<file path="src/rtl/mips_pkg.sv">
// Shared MIPS pipeline constants: opcodes, ALU op encodings, forwarding selects
// and the ID/EX control payload.
package mips_pkg;

  localparam int unsigned OPCODE_W = 6;
  localparam int unsigned ALUOP_W  = 3;
  localparam int unsigned FWD_W    = 2;

  localparam logic [OPCODE_W-1:0] R_TYPE = 6'b000000;
  localparam logic [OPCODE_W-1:0] LW     = 6'b100011;
  localparam logic [OPCODE_W-1:0] SW     = 6'b101011;
  localparam logic [OPCODE_W-1:0] BEQ    = 6'b000100;
  localparam logic [OPCODE_W-1:0] ADDI   = 6'b001000;
  localparam logic [OPCODE_W-1:0] JMP    = 6'b000010;

  localparam logic [ALUOP_W-1:0] ALUOP_ADD   = 3'd0;
  localparam logic [ALUOP_W-1:0] ALUOP_SUB   = 3'd1;
  localparam logic [ALUOP_W-1:0] ALUOP_FUNCT = 3'd2;
  localparam logic [ALUOP_W-1:0] ALUOP_AND   = 3'd3;
  localparam logic [ALUOP_W-1:0] ALUOP_OR    = 3'd4;
  localparam logic [ALUOP_W-1:0] ALUOP_SLT   = 3'd5;

  typedef enum logic [FWD_W-1:0] {
    FWD_RF  = 2'b00,
    FWD_WB  = 2'b01,
    FWD_MEM = 2'b10
  } fwd_sel_e;

  // Single-bit decoder controls carried from ID into EX
  typedef struct packed {
    logic regwrite;
    logic memtoreg;
    logic memwrite;
    logic alusrc;
    logic regdst;
  } ex_ctrl_t;

endpackage

</file>
<file path="src/rtl/hazard_unit.sv">
// Combinational hazard detection: load-use and branch stalls, redirect flush,
// and forwarding selects for the ID comparator and the EX ALU operands.
module hazard_unit
  import mips_pkg::*;
#(
  parameter int unsigned REG_AW = 5
) (
  input  logic              i_branch_d,
  input  logic              i_jump_d,
  input  logic              i_equal_d,
  input  logic [REG_AW-1:0] i_rs_d,
  input  logic [REG_AW-1:0] i_rt_d,
  input  logic [REG_AW-1:0] i_rs_e,
  input  logic [REG_AW-1:0] i_rt_e,
  input  logic              i_regwrite_e,
  input  logic              i_memtoreg_e,
  input  logic [REG_AW-1:0] i_writereg_e,
  input  logic              i_regwrite_m,
  input  logic              i_memtoreg_m,
  input  logic [REG_AW-1:0] i_writereg_m,
  input  logic              i_regwrite_w,
  input  logic [REG_AW-1:0] i_writereg_w,
  output logic              o_pcsrc_d_c,
  output logic              o_stall_c,
  output logic              o_flush_d_c,
  output logic              o_fwd_a_d_c,
  output logic              o_fwd_b_d_c,
  output logic [FWD_W-1:0]  o_fwd_a_e_c,
  output logic [FWD_W-1:0]  o_fwd_b_e_c
);

  // Register 0 is hardwired, so a source of $0 never depends on anything
  function automatic logic hit(input logic wr, input logic [REG_AW-1:0] dst,
                               input logic [REG_AW-1:0] src);
    return wr && (src != '0) && (dst == src);
  endfunction

  function automatic logic [FWD_W-1:0] fwd_e(input logic [REG_AW-1:0] src,
                                             input logic wr_m, input logic [REG_AW-1:0] dst_m,
                                             input logic wr_w, input logic [REG_AW-1:0] dst_w);
    logic [FWD_W-1:0] sel;
    sel = FWD_RF;
    if (hit(wr_m, dst_m, src)) begin
      sel = FWD_MEM;
    end else if (hit(wr_w, dst_w, src)) begin
      sel = FWD_WB;
    end
    return sel;
  endfunction

  logic w_lwstall;
  logic w_brstall;
  logic w_stall;
  logic w_pcsrc;

  always_comb begin
    w_lwstall = 1'b0;
    w_brstall = 1'b0;
    w_lwstall = hit(i_memtoreg_e, i_rt_e, i_rs_d) || hit(i_memtoreg_e, i_rt_e, i_rt_d);
    // Branch compares in ID, so it must wait for any producer still in EX or a load in MEM
    w_brstall = i_branch_d &&
                (hit(i_regwrite_e, i_writereg_e, i_rs_d) || hit(i_regwrite_e, i_writereg_e, i_rt_d) ||
                 hit(i_memtoreg_m, i_writereg_m, i_rs_d) || hit(i_memtoreg_m, i_writereg_m, i_rt_d));
  end

  always_comb begin
    w_stall     = w_lwstall || w_brstall;
    w_pcsrc     = i_branch_d && i_equal_d;
    o_stall_c   = w_stall;
    o_pcsrc_d_c = w_pcsrc;
    o_flush_d_c = (w_pcsrc || i_jump_d) && !w_stall;
    o_fwd_a_d_c = hit(i_regwrite_m, i_writereg_m, i_rs_d);
    o_fwd_b_d_c = hit(i_regwrite_m, i_writereg_m, i_rt_d);
    o_fwd_a_e_c = fwd_e(i_rs_e, i_regwrite_m, i_writereg_m, i_regwrite_w, i_writereg_w);
    o_fwd_b_e_c = fwd_e(i_rt_e, i_regwrite_m, i_writereg_m, i_regwrite_w, i_writereg_w);
  end

endmodule

</file>
<file path="src/rtl/pipe_ctrl_scheduler.sv">
// Pipeline control sequencer: ID/EX, EX/MEM, MEM/WB control registers, hazard
// stall/flush/forward controls and saturating stall/flush counters.
module pipe_ctrl_scheduler
  import mips_pkg::*;
#(
  parameter int unsigned REG_AW   = 5,
  parameter int unsigned ALU_OP_W = 3,
  parameter int unsigned CNT_W    = 16
) (
  input  logic                clk,
  input  logic                rst,
  input  logic                regwrite_d,
  input  logic                memtoreg_d,
  input  logic                memwrite_d,
  input  logic                alusrc_d,
  input  logic                regdst_d,
  input  logic                branch_d,
  input  logic                jump_d,
  input  logic [ALU_OP_W-1:0] alu_op_d,
  input  logic [REG_AW-1:0]   rs_d,
  input  logic [REG_AW-1:0]   rt_d,
  input  logic [REG_AW-1:0]   rd_d,
  input  logic                equal_d,
  output logic                pcsrc_d,
  output logic                jump_d_o,
  output logic                stall_f,
  output logic                stall_d,
  output logic                flush_d,
  output logic                flush_e,
  output logic                forward_a_d,
  output logic                forward_b_d,
  output logic [1:0]          forward_a_e,
  output logic [1:0]          forward_b_e,
  output logic [REG_AW-1:0]   rs_e,
  output logic [REG_AW-1:0]   rt_e,
  output logic                regwrite_e,
  output logic                memtoreg_e,
  output logic                alusrc_e,
  output logic [ALU_OP_W-1:0] alu_op_e,
  output logic [REG_AW-1:0]   writereg_e,
  output logic [REG_AW-1:0]   writereg_m,
  output logic [REG_AW-1:0]   writereg_w,
  output logic                regwrite_m,
  output logic                memtoreg_m,
  output logic                memwrite_m,
  output logic                regwrite_w,
  output logic                memtoreg_w,
  output logic [CNT_W-1:0]    stall_cnt,
  output logic [CNT_W-1:0]    flush_cnt
);

  localparam logic [CNT_W-1:0] CNT_MAX = {CNT_W{1'b1}};

  ex_ctrl_t            r_ctrl_e;
  logic [ALU_OP_W-1:0] r_alu_op_e;
  logic [REG_AW-1:0]   r_rs_e;
  logic [REG_AW-1:0]   r_rt_e;
  logic [REG_AW-1:0]   r_rd_e;

  logic                r_regwrite_m;
  logic                r_memtoreg_m;
  logic                r_memwrite_m;
  logic [REG_AW-1:0]   r_writereg_m;

  logic                r_regwrite_w;
  logic                r_memtoreg_w;
  logic [REG_AW-1:0]   r_writereg_w;

  logic [CNT_W-1:0]    r_stall_cnt;
  logic [CNT_W-1:0]    r_flush_cnt;

  ex_ctrl_t            w_ctrl_d;
  logic [REG_AW-1:0]   w_writereg_e;
  logic                w_stall;
  logic                w_flush_d;
  logic                w_pcsrc;
  logic                w_fwd_a_d;
  logic                w_fwd_b_d;
  logic [1:0]          w_fwd_a_e;
  logic [1:0]          w_fwd_b_e;

  always_comb begin
    w_ctrl_d          = '0;
    w_ctrl_d.regwrite = regwrite_d;
    w_ctrl_d.memtoreg = memtoreg_d;
    w_ctrl_d.memwrite = memwrite_d;
    w_ctrl_d.alusrc   = alusrc_d;
    w_ctrl_d.regdst   = regdst_d;
  end

  assign w_writereg_e = r_ctrl_e.regdst ? r_rd_e : r_rt_e;

  hazard_unit #(
    .REG_AW (REG_AW)
  ) u_hazard (
    .i_branch_d   (branch_d),
    .i_jump_d     (jump_d),
    .i_equal_d    (equal_d),
    .i_rs_d       (rs_d),
    .i_rt_d       (rt_d),
    .i_rs_e       (r_rs_e),
    .i_rt_e       (r_rt_e),
    .i_regwrite_e (r_ctrl_e.regwrite),
    .i_memtoreg_e (r_ctrl_e.memtoreg),
    .i_writereg_e (w_writereg_e),
    .i_regwrite_m (r_regwrite_m),
    .i_memtoreg_m (r_memtoreg_m),
    .i_writereg_m (r_writereg_m),
    .i_regwrite_w (r_regwrite_w),
    .i_writereg_w (r_writereg_w),
    .o_pcsrc_d_c  (w_pcsrc),
    .o_stall_c    (w_stall),
    .o_flush_d_c  (w_flush_d),
    .o_fwd_a_d_c  (w_fwd_a_d),
    .o_fwd_b_d_c  (w_fwd_b_d),
    .o_fwd_a_e_c  (w_fwd_a_e),
    .o_fwd_b_e_c  (w_fwd_b_e)
  );

  // ID/EX: a stall leaves the instruction in ID, so EX receives a bubble
  always_ff @(posedge clk) begin
    if (rst || w_stall) begin
      r_ctrl_e   <= '0;
      r_alu_op_e <= '0;
      r_rs_e     <= '0;
      r_rt_e     <= '0;
      r_rd_e     <= '0;
    end else begin
      r_ctrl_e   <= w_ctrl_d;
      r_alu_op_e <= alu_op_d;
      r_rs_e     <= rs_d;
      r_rt_e     <= rt_d;
      r_rd_e     <= rd_d;
    end
  end

  // EX/MEM and MEM/WB never stall
  always_ff @(posedge clk) begin
    if (rst) begin
      r_regwrite_m <= 1'b0;
      r_memtoreg_m <= 1'b0;
      r_memwrite_m <= 1'b0;
      r_writereg_m <= '0;
      r_regwrite_w <= 1'b0;
      r_memtoreg_w <= 1'b0;
      r_writereg_w <= '0;
    end else begin
      r_regwrite_m <= r_ctrl_e.regwrite;
      r_memtoreg_m <= r_ctrl_e.memtoreg;
      r_memwrite_m <= r_ctrl_e.memwrite;
      r_writereg_m <= w_writereg_e;
      r_regwrite_w <= r_regwrite_m;
      r_memtoreg_w <= r_memtoreg_m;
      r_writereg_w <= r_writereg_m;
    end
  end

  // Saturating performance counters
  always_ff @(posedge clk) begin
    if (rst) begin
      r_stall_cnt <= '0;
      r_flush_cnt <= '0;
    end else begin
      if (w_stall && (r_stall_cnt != CNT_MAX)) begin
        r_stall_cnt <= r_stall_cnt + CNT_W'(1);
      end
      if (w_flush_d && (r_flush_cnt != CNT_MAX)) begin
        r_flush_cnt <= r_flush_cnt + CNT_W'(1);
      end
    end
  end

  assign pcsrc_d     = w_pcsrc;
  assign jump_d_o    = jump_d && !w_stall;
  assign stall_f     = w_stall;
  assign stall_d     = w_stall;
  assign flush_e     = w_stall;
  assign flush_d     = w_flush_d;
  assign forward_a_d = w_fwd_a_d;
  assign forward_b_d = w_fwd_b_d;
  assign forward_a_e = w_fwd_a_e;
  assign forward_b_e = w_fwd_b_e;
  assign rs_e        = r_rs_e;
  assign rt_e        = r_rt_e;
  assign regwrite_e  = r_ctrl_e.regwrite;
  assign memtoreg_e  = r_ctrl_e.memtoreg;
  assign alusrc_e    = r_ctrl_e.alusrc;
  assign alu_op_e    = r_alu_op_e;
  assign writereg_e  = w_writereg_e;
  assign writereg_m  = r_writereg_m;
  assign writereg_w  = r_writereg_w;
  assign regwrite_m  = r_regwrite_m;
  assign memtoreg_m  = r_memtoreg_m;
  assign memwrite_m  = r_memwrite_m;
  assign regwrite_w  = r_regwrite_w;
  assign memtoreg_w  = r_memtoreg_w;
  assign stall_cnt   = r_stall_cnt;
  assign flush_cnt   = r_flush_cnt;

endmodule

</file>
<file path="config.mk">
export PLATFORM = sky130hd
export DESIGN_NAME = pipe_ctrl_scheduler
export DESIGN_NICKNAME = d
export VERILOG_FILES = /design/src/rtl/mips_pkg.sv /design/src/rtl/hazard_unit.sv /design/src/rtl/pipe_ctrl_scheduler.sv
export SDC_FILE = /design/constraint.sdc
export NUM_CORES = 1
export LEC_CHECK = 0
export CAP_MARGIN = 20
export CELL_PAD_IN_SITES_DETAIL_PLACEMENT = 1
export CELL_PAD_IN_SITES_GLOBAL_PLACEMENT = 2
export CORE_ASPECT_RATIO = 1.4
export CORE_MARGIN = 2
export CORE_UTILIZATION = 27
export DETAILED_ROUTE_END_ITERATION = 8
export PLACE_DENSITY_LB_ADDON = 0.1
export SYNTH_ARGS = -nofsm -noshare
export SYNTH_HDL_FRONTEND = slang
export SYNTH_SLANG_ARGS = --single-unit
</file>
<file path="constraint.sdc">
create_clock -name clk -period 2.87 [get_ports clk]
set_input_delay 0.287 -clock clk [delete_from_list [all_inputs] [get_ports clk]]
set_output_delay 0.287 -clock clk [all_outputs]
set_load 0.1 [all_outputs]
</file>
==> qor.yml, run 1 <==
ys_top_cells_by_area: "dfxtp_1, xnor2_1, or4_1"
dr.pass1.iters: 4
r2r_slack_ps: 190
cp-start-kind: "primary input"
cts_tree: "yes"
max_freq_ghz: 0.363
cp_slowest_cell: "or4_4"
cpPeakStageDelay_ps: 550
cp_num_buf_inv: 3
grt_antenna_before_repair: 0
clk_latency_ps: 330
worstSetupPathType: "in -> out"
power_density_nw_per_um2: 547
crit_family: "simple AND/OR/NAND/NOR gates"
finalSetupViolCount: 0
drive_gt1_share_pct: 34.2
crit_required_ps: 2580
finalHoldViolCount: 0
total_power_mw: 2.89
route.detailed.drc: 0
place_ws_ps: -95.3
placed_area_sq_um: 4870
viasPerCell: 4.99
portBuffers: 107
async_flop_share_pct: 0
synth_top_cell_by_area: "dfxtp_1"
num_vias: 3315
syn2layout_area_growth_pct: 49.4
p_leak_nw: 2.11
final_cell_area_sq_um: 5290
rows: 49
wl_microns: 11600
holdPathStages: 2
status: "completed"
rsz0062_at_grt: "true"
ctsHoldBuffers: 0
grt_first_pass_wirelength_microns: 18600
top_level_ports: 108
cpMostUsedCell: "buf_12"
clock_skew_ps: 7.93
synthDominantCellAreaShare_pct: 39.6
cts_buffers: 9
synth.most_common_cell: "dfxtp_1"
cts_sinks: 70
antenna_left: 0
synth_flop_cell: "dfxtp_1"
clk_path_buf_depth: 2
tightestPinTransition_ps: 711
crit_path_end_kind: "primary output"
hold_path.class: "in -> reg"
hpwl_microns: 8820
hold_slack_ps: 385
finalCriticalPeriod_ps: 2750
fp.dieW_microns: 101
grt_max_degree: 37
period_share_pct: 95.9
synth_edf_count: 0
drt_iter0_drc: 64
fin_nets: 536
seqCellArea_sq_um: 1460
finalWeightedCongestion: 0.743
start_util_pct: 27.6
path_clk_slew_ps: 50
fillers: 1444
die_h_microns: 140
coreArea_sq_um: 12800
die_area_sq_um: 14100
slew_headroom_pct: 52.6
vdd_drop_max_v: 0.000282
post_drt_wl_per_cell_microns: 17.5
multi_input_area_sq_um: 2030
yosysSeqAreaShare_pct: 39.6
worst-path-max-fanout: 3
synthCells: 393
critPathArrivalTime_ps: 2470
grt_usage_pct: 17.0
slew_viol_final: 0
critical_path_depth: 9
syn-cell-area_sq_um: 3540
cts_root_buf: "clkbuf_16"
yosysWarnings: 0
first_global_vias: 3450
crit_path_cell_trace: "clkdlybuf4s50_1, or4_4, o211ai_1, nor4_1, o21ai_1, o211a_4, buf_12, and2_2, buf_12"
r2r_cells: 10
num_antenna_cells: 0
htreeDepth: 3
maxCapViolCount: 0
synth_common_cells: "dfxtp_1, xnor2_1, and2_1"
worst_slack_ps: 117
grt_overflow: 0
synth_seq_cells: 70
fin_util_pct: 41.3
synth_area_per_cell_sq_um: 9.01
synth_cell_types: 42
syn_nets: 423
[worst paths after layout]
kind | start | end
max | rs_d[3] | jump_d_o
min | rst | regwrite_m
max reg2reg | r_ctrl_e[0] | stall_cnt[13]
min reg2reg | r_ctrl_e[2] | memwrite_m
[cells by family (layout without fill, tap and decap cells)]
logic type               after synthesis  in the layout  share of synthesized area [%]
XOR/XNOR                              50             50                           12.4
multiplexers                           9              9                           3.22
AO/OA/AOI/OAI                         67             67                           12.4
flip-flops                            70             70                           39.6
AND/OR/NAND/NOR                      150            150                           25.6
adder cells (fa/ha/maj)                2              2                          0.707
buffers and inverters                 45            163                           6.08
[layer usage]
layer,global-route usage [%],routed length [microns],vias to the layer above
met3,3.57,547,13
met2,31.3,6350,73
li1,-,-,1625
met1,19.1,4510,1604
met4,5.55,194,0
met5,0,0,-
[flip-flops by register name (all words and copies together), names as in the netlist]
name	flops
memtoreg_e	1
memtoreg_m	1
alu_op_e	3
rt_e	5
r_rd_e	5
rs_e	5
r_ctrl_e	2
regwrite_w	1
memtoreg_w	1
alusrc_e	1
regwrite_m	1
writereg_w	5
flush_cnt	16
writereg_m	5
regwrite_e	1
memwrite_m	1
stall_cnt	16
[where the power goes]
part           internal (mW)  leakage, nW  switching (mW)
combinational          0.209         1.37           0.430
sequential              1.00        0.584          0.0517
clock                  0.781        0.154           0.417
total                   1.99         2.11           0.899
[what timing repair did]
item	4_1_cts	5_1_grt
resized for setup	5	4
cloned	0	1
setup buffers	0	2
pin swaps	0	6
endpoints found under the setup margin	5	3
[placed cells by master, fill, tap and decap left out, types with 3 or more instances in the layout]
| cell | synthesis | layout |
|---|---|---|
| xnor2_1 | 34 | 33 |
| dfxtp_2 | 0 | 8 |
| mux2_2 | 4 | 4 |
| mux2i_2 | 5 | 3 |
| nor2b_1 | 14 | 14 |
| inv_1 | 9 | 9 |
| and2_1 | 28 | 27 |
| a21oi_1 | 27 | 27 |
| clkbuf_16 | 0 | 10 |
| o21ai_0 | 5 | 5 |
| xor2_1 | 16 | 16 |
| buf_4 | 2 | 99 |
| dfxtp_1 | 70 | 49 |
| or4_1 | 24 | 24 |
| buf_12 | 0 | 10 |
| nand4_1 | 8 | 8 |
| nor4_1 | 9 | 4 |
| clkdlybuf4s50_1 | 0 | 23 |
| dfxtp_4 | 0 | 13 |
| or3_1 | 3 | 3 |
| dlymetal6s2s_1 | 0 | 3 |
| nand2_1 | 11 | 11 |
| o31ai_1 | 22 | 22 |
| nor3_1 | 3 | 3 |
| nand3_1 | 16 | 16 |
| and3_1 | 11 | 11 |
| nor4_4 | 0 | 4 |
| nor2_1 | 15 | 13 |
| o211ai_1 | 4 | 4 |
[per-stage QoR]
stage,std cells,TNS (ps)
2_1_floorplan,393,-3.84
3_3_place_gp,645,-808
3_5_place_dp,645,-1290
4_1_cts,661,0
5_1_grt,664,-52.8
6_report,664,0
[area by class of cell]
cell class              instances  share of cell area [%]
multi-input cells             278                    38.3
flip-flops and latches         70                    27.6
repair buffers                137                    23.5
clock buffers                  10                    4.52
well taps                     153                    3.62
clock inverters                 6                    1.61
inverters                      10                   0.852
(Power assumes the default switching activity.)
==> run 2, diff against run 1 <==
- HOLD_SLACK_MARGIN: default -> 0.15
==> results of run 2 <==
Final layout, timing and power as in run 1 (identical DEF).
